### src/rtl/fadd_arbiter.sv
// Round-robin arbiter that time-shares one combinational single-precision adder
// between N requesters; one operation in flight, result held until consumed.

module fadd (
    input  logic [31:0] x1_i,
    input  logic [31:0] x2_i,
    output logic [31:0] y_o,
    output logic        ovf_o
);
    logic        a_big, sign, zero;
    logic [31:0] big, sml;
    logic [7:0]  e_big, e_sml, shamt;
    logic [23:0] m_big, m_sml, m_al, dif;
    logic [24:0] sum;
    logic [4:0]  lz;
    logic [8:0]  exp_r;
    logic [22:0] frac;

    // Truncating adder: align the smaller magnitude, add or subtract, renormalise.
    always_comb begin
        a_big = (x1_i[30:0] >= x2_i[30:0]);
        big   = a_big ? x1_i : x2_i;
        sml   = a_big ? x2_i : x1_i;
        e_big = big[30:23];
        e_sml = sml[30:23];
        m_big = {|e_big, big[22:0]};
        m_sml = {|e_sml, sml[22:0]};
        shamt = e_big - e_sml;
        m_al  = (shamt > 8'd23) ? 24'd0 : (m_sml >> shamt);
        sum   = {1'b0, m_big} + {1'b0, m_al};
        dif   = m_big - m_al;
        lz    = 5'd0;
        for (int i = 0; i < 24; i++) begin
            if (dif[i]) lz = 5'(23 - i);
        end
        sign  = big[31];
        exp_r = {1'b0, e_big};
        frac  = 23'd0;
        zero  = 1'b0;
        if (big[31] == sml[31]) begin
            if (sum[24]) begin
                exp_r = exp_r + 9'd1;
                frac  = sum[23:1];
            end else begin
                frac = sum[22:0];
                if (e_big == 8'd0 && sum[23]) exp_r = 9'd1;
            end
        end else if (dif == 24'd0 || {4'd0, lz} >= exp_r) begin
            zero = 1'b1;
        end else begin
            frac  = 23'(dif << lz);
            exp_r = exp_r - {4'd0, lz};
        end
        ovf_o = (exp_r >= 9'd255);
        if (zero)       y_o = 32'd0;
        else if (ovf_o) y_o = {sign, 8'hFF, 23'd0};
        else            y_o = {sign, exp_r[7:0], frac};
    end
endmodule

module fadd_arbiter #(
    parameter int N   = 4,
    parameter int IDW = 2
) (
    input  logic            clk,
    input  logic            rst,
    input  logic [N-1:0]    req_valid,
    output logic [N-1:0]    req_ready,
    input  logic [32*N-1:0] req_x1,
    input  logic [32*N-1:0] req_x2,
    output logic            res_valid,
    input  logic            res_ready,
    output logic [31:0]     res_y,
    output logic            res_ovf,
    output logic [IDW-1:0]  res_id,
    output logic [1:0]      dbg_state_o,
    output logic [IDW-1:0]  dbg_ptr_o
);
    // Valid/ready: a transfer happens on a posedge where valid and ready are both 1;
    // a requester holds its operands stable until then, the result is held until then.
    typedef enum logic [1:0] {IDLE = 2'd0, EXEC = 2'd1, DONE = 2'd2} state_t;

    state_t         state_q;
    logic [IDW-1:0] ptr_q, ptr_d, id_q, grant, res_id_q;
    logic [31:0]    op_a_q, op_b_q, res_y_q, y;
    logic           res_valid_q, res_ovf_q, found, ovf;
    int             idx;

    fadd u_fadd (.x1_i(op_a_q), .x2_i(op_b_q), .y_o(y), .ovf_o(ovf));

    // First valid requester scanning from ptr, wrapping modulo N.
    always_comb begin
        grant = '0;
        found = 1'b0;
        idx   = 0;
        for (int k = 0; k < N; k++) begin
            idx = int'(ptr_q) + k;
            if (idx >= N) idx = idx - N;
            if (!found && req_valid[idx]) begin
                found = 1'b1;
                grant = IDW'(idx);
            end
        end
        ptr_d = (int'(grant) == N - 1) ? '0 : grant + 1'b1;
        req_ready = '0;
        if (state_q == IDLE && found) req_ready[grant] = 1'b1;
    end

    always_ff @(posedge clk) begin
        if (rst) begin
            state_q     <= IDLE;
            ptr_q       <= '0;
            id_q        <= '0;
            op_a_q      <= '0;
            op_b_q      <= '0;
            res_valid_q <= 1'b0;
            res_y_q     <= '0;
            res_ovf_q   <= 1'b0;
            res_id_q    <= '0;
        end else begin
            case (state_q)
                IDLE: if (found) begin
                    op_a_q  <= req_x1[32*int'(grant) +: 32];
                    op_b_q  <= req_x2[32*int'(grant) +: 32];
                    id_q    <= grant;
                    ptr_q   <= ptr_d;
                    state_q <= EXEC;
                end
                EXEC: begin
                    res_y_q     <= y;
                    res_ovf_q   <= ovf;
                    res_id_q    <= id_q;
                    res_valid_q <= 1'b1;
                    state_q     <= DONE;
                end
                DONE: if (res_ready) begin
                    res_valid_q <= 1'b0;
                    state_q     <= IDLE;
                end
                default: state_q <= IDLE;
            endcase
        end
    end

    assign res_valid   = res_valid_q;
    assign res_y       = res_y_q;
    assign res_ovf     = res_ovf_q;
    assign res_id      = res_id_q;
    assign dbg_state_o = state_q;
    assign dbg_ptr_o   = ptr_q;
endmodule

### config.mk
export PLATFORM = sky130hd
export DESIGN_NAME = fadd_arbiter
export DESIGN_NICKNAME = d
export VERILOG_FILES = /design/src/rtl/fadd_arbiter.sv
export SDC_FILE = /design/constraint.sdc
export NUM_CORES = 1
export LEC_CHECK = 0
export ABC_AREA = 1
export BUFFER_PORTS_ARGS = -buffer_cell sky130_fd_sc_hd__buf_4
export CELL_PAD_IN_SITES_DETAIL_PLACEMENT = 1
export CELL_PAD_IN_SITES_GLOBAL_PLACEMENT = 1
export CORE_ASPECT_RATIO = 1.1
export CORE_MARGIN = 2
export CORE_UTILIZATION = 34
export DETAILED_ROUTE_END_ITERATION = 6
export GPL_TIMING_DRIVEN = 1
export PLACE_DENSITY = 0.83
export SLEW_MARGIN = 30
export SYNTH_ARGS = -nofsm -noshare
export SYNTH_HDL_FRONTEND = slang
export SYNTH_SLANG_ARGS = --single-unit
### constraint.sdc
create_clock -name clk -period 8.36 [get_ports clk]
set_input_delay 0.836 -clock clk [delete_from_list [all_inputs] [get_ports clk]]
set_output_delay 0.836 -clock clk [all_outputs]
set_load 0.005 [all_outputs]
==> results.toml <==
[outcome]
status = "finished, violations left"
violations = "negative setup slack"

[worst_setup_path]
max_stage_delay_ns = 0.40
critPathRequiredTime_ns = 8.62
reg2reg_to = "res_y[21]"
path_class = "register to register"
setup.worst_path.start_class = "register"
path_max_fanout = 11
arrival_ns = 8.74
reg2reg_depth = 69
crit_slowest_cell = "fa_2"
cp_common_cell = "nand2_1"
rrSetupSlack_ns = -0.12
endpoint_kind = "register"
rr_startpoint = "op_b_q[14]"

[cells_and_area]
nets = 3266
utilization_pct = 50.2
area_delta_synth_final_pct = 46.3
drive_above_1_share_pct = 33.9
fill_cells = 5521

[synthesis]
synth_area_leaders = "nand2_1 17%, dfxtp_1 15%, nand3_1 8.6%"
synth_most_common_cell = "nand2_1"
syn_avg_cell_area_um2 = 5.66
synth_edf_count = 0
synth_nets = 2849
yosys_register_bits = 106
ys_async_sr_fraction_pct = 0
syn_area_um2 = 14100
syn_inst = 2493
yosys.area.top_type = "nand2_1"
synth_flop_cell = "dfxtp_1"
ys_types = 67
synth_top_area_share_pct = 16.8
ys_seq_area_share_pct = 15.0
synth_common_cells = "633 x nand2_1, 286 x nor2_1, 248 x inv_1, 243 x nand3_1, 234 x o21ai_0"
ys_warn_count = 0

[placement]
preCtsSetupSlack_ns = -0.466
io_buffer_count = 306
gp_congestion = 0.953
hpwl_mm = 54.5

[global_route]
grt_use_total_pct = 30.3
grt_overflow = 0
grt_pass1_wl_mm = 103
grt_max_degree = 108
grt_pass1_vias = 19100
antenna_found_initial = 3

[sta]
rsz0062_at_grt = "true"
whs_ns = 0.469
period_share_pct = 101
fin_tns_setup_ns = -2.01
hold_violations = 0
fin_skew_ns = 0.0119
tightest_slew_ns = 1.15
min_period_ns = 8.48
final.setup.worst_slack_ns = -0.121
fmax_mhz = 118
setup_viol = 30
slew_headroom_pct = 22.8
slew_violations = 0

[worst_hold_path]
hold_path.class = "register to register"
min_from = "res_y[17]"
hold_path_depth = 2
worstHoldEndpoint = "res_y[17]"

[clock_network]
ctsHoldBuffers = 0
cts_max_level = 3
numCtsBuffers = 9
path_clk_slew_ns = 0.08
cts_root_buf = "clkbuf_16"
clkSinkCount = 106
cts_tree = "yes"
clkLatencyLatePin_ns = 0.39
clk_path_buf_depth = 2

[drt]
ant_nets = 0
drtPass1Iterations = 5
wl_per_cell_um = 20.4
vias = 19000
routed_wl_mm = 71.0
drc = 0
drt_iter0_drc = 1121
post_drt_via_cell_ratio = 5.47

[run]
drv_cap = 0

[die]
die_width_um = 198
start_util_pct = 34.3
dieArea_um2 = 43100
die_y_um = 218
io_pins = 307
coreArea_um2 = 41100
rows = 78
## flip-flops by register name, summed over array words and instances (netlist names)
signal and count:
op_a_q 32, op_b_q 32, res_y 32, dbg_ptr_o 2, dbg_state_o 2, id_q 2, res_id 2, res_ovf 1
res_valid 1
## per-layer routing
metal	part of all wire, %	track usage (%)
met1	41	36.1
met2	51	54.9
met3	4.1	3.14
met4	4.8	12.7
met5	0	0
## critical path, delay by kind of cell, from the launching register on
family | cells | cell delay, ns
compound gates | 10 | 1.24
xor+xnor | 1 | 0.32
fa+ha+maj | 5 | 1.43
buf+inv | 8 | 1.00
flops | 1 | 0.35
simple gates | 45 | 3.97
## final cells by class
| class | instances | area [µm²] | area share (%) |
|---|---|---|---|
| Antenna cell | 3 | 7.51 | 0.0364 |
| Clock buffer | 11 | 233 | 1.13 |
| Clock inverter | 5 | 62.6 | 0.303 |
| Inverter | 279 | 1060 | 5.12 |
| Multi-Input combinational cell | 1970 | 12200 | 58.9 |
| Sequential cell | 106 | 2140 | 10.4 |
| Tap cell | 560 | 701 | 3.40 |
| Timing Repair Buffer | 544 | 4280 | 20.8 |
## repair_timing
action / CTS / global route
endpoints found under the setup margin: 33 / 33
pin swaps: 9 / 103
buffers inserted: 1 / 37
hold endpoints to repair: 0 / 0
cloned: 1 / 4
gates resized for setup: 42 / 400
## through the flow
| stage | std cells | cell area [µm²] |
|---|---|---|
| 3_3_place_gp | 3416 | 18000 |
| 4_1_cts | 3434 | 18500 |
| 2_1_floorplan | 2493 | 14100 |
| 3_5_place_dp | 3416 | 18100 |
| 6_report | 3478 | 20600 |
| 5_1_grt | 3478 | 20600 |
## worst max-delay path by stage
| stage | from | cells after the start | slack (ns) | endpoint |
|---|---|---|---|---|
| floorplan | op_b_q[24] | 67 | 0.14 | res_y[22] |
| global route | op_b_q[14] | 72 | -0.52 | res_y[0] |
| detailed placement | op_b_q[10] | 70 | -0.47 | res_y[4] |
| CTS | op_b_q[8] | 76 | 0.004 | res_y[15] |
| finish | op_b_q[14] | 69 | -0.12 | res_y[21] |
| global placement | op_b_q[10] | 68 | -0.11 | res_y[2] |
## cell usage in the layout (no fill, tap or decap), types with 13 or more instances in the layout
cell type,instances
nand2_2,94
inv_2,52
nand4_1,13
nor2_2,20
o21ai_0,222
dfxtp_1,94
o21ai_2,24
nor2_4,18
a21oi_1,159
nand3_2,42
o32ai_1,36
nand2_1,519
nor2_1,257
inv_1,220
o211ai_1,17
a21oi_2,25
o22ai_1,27
nand2_4,34
o21ai_1,23
buf_4,521
nand3_1,204
ha_1,48
xor2_1,27
ha_4,39
## cell families after synthesis
kind of cell               Yosys count  share of synthesized area, %
AOI/OAI and AO/OA                  581                          23.8
buffers and inverters              418                          11.8
muxes                                8                         0.577
and+or+nand+nor                   1245                          37.5
xor gates and xnor gates            42                          2.93
adders and majority gates           93                          8.41
DFF                                106                          15.0
Power is left out: the tool's default activity adds up to more than one toggle a clock period on the data nets, which glitch-free logic cannot reach.
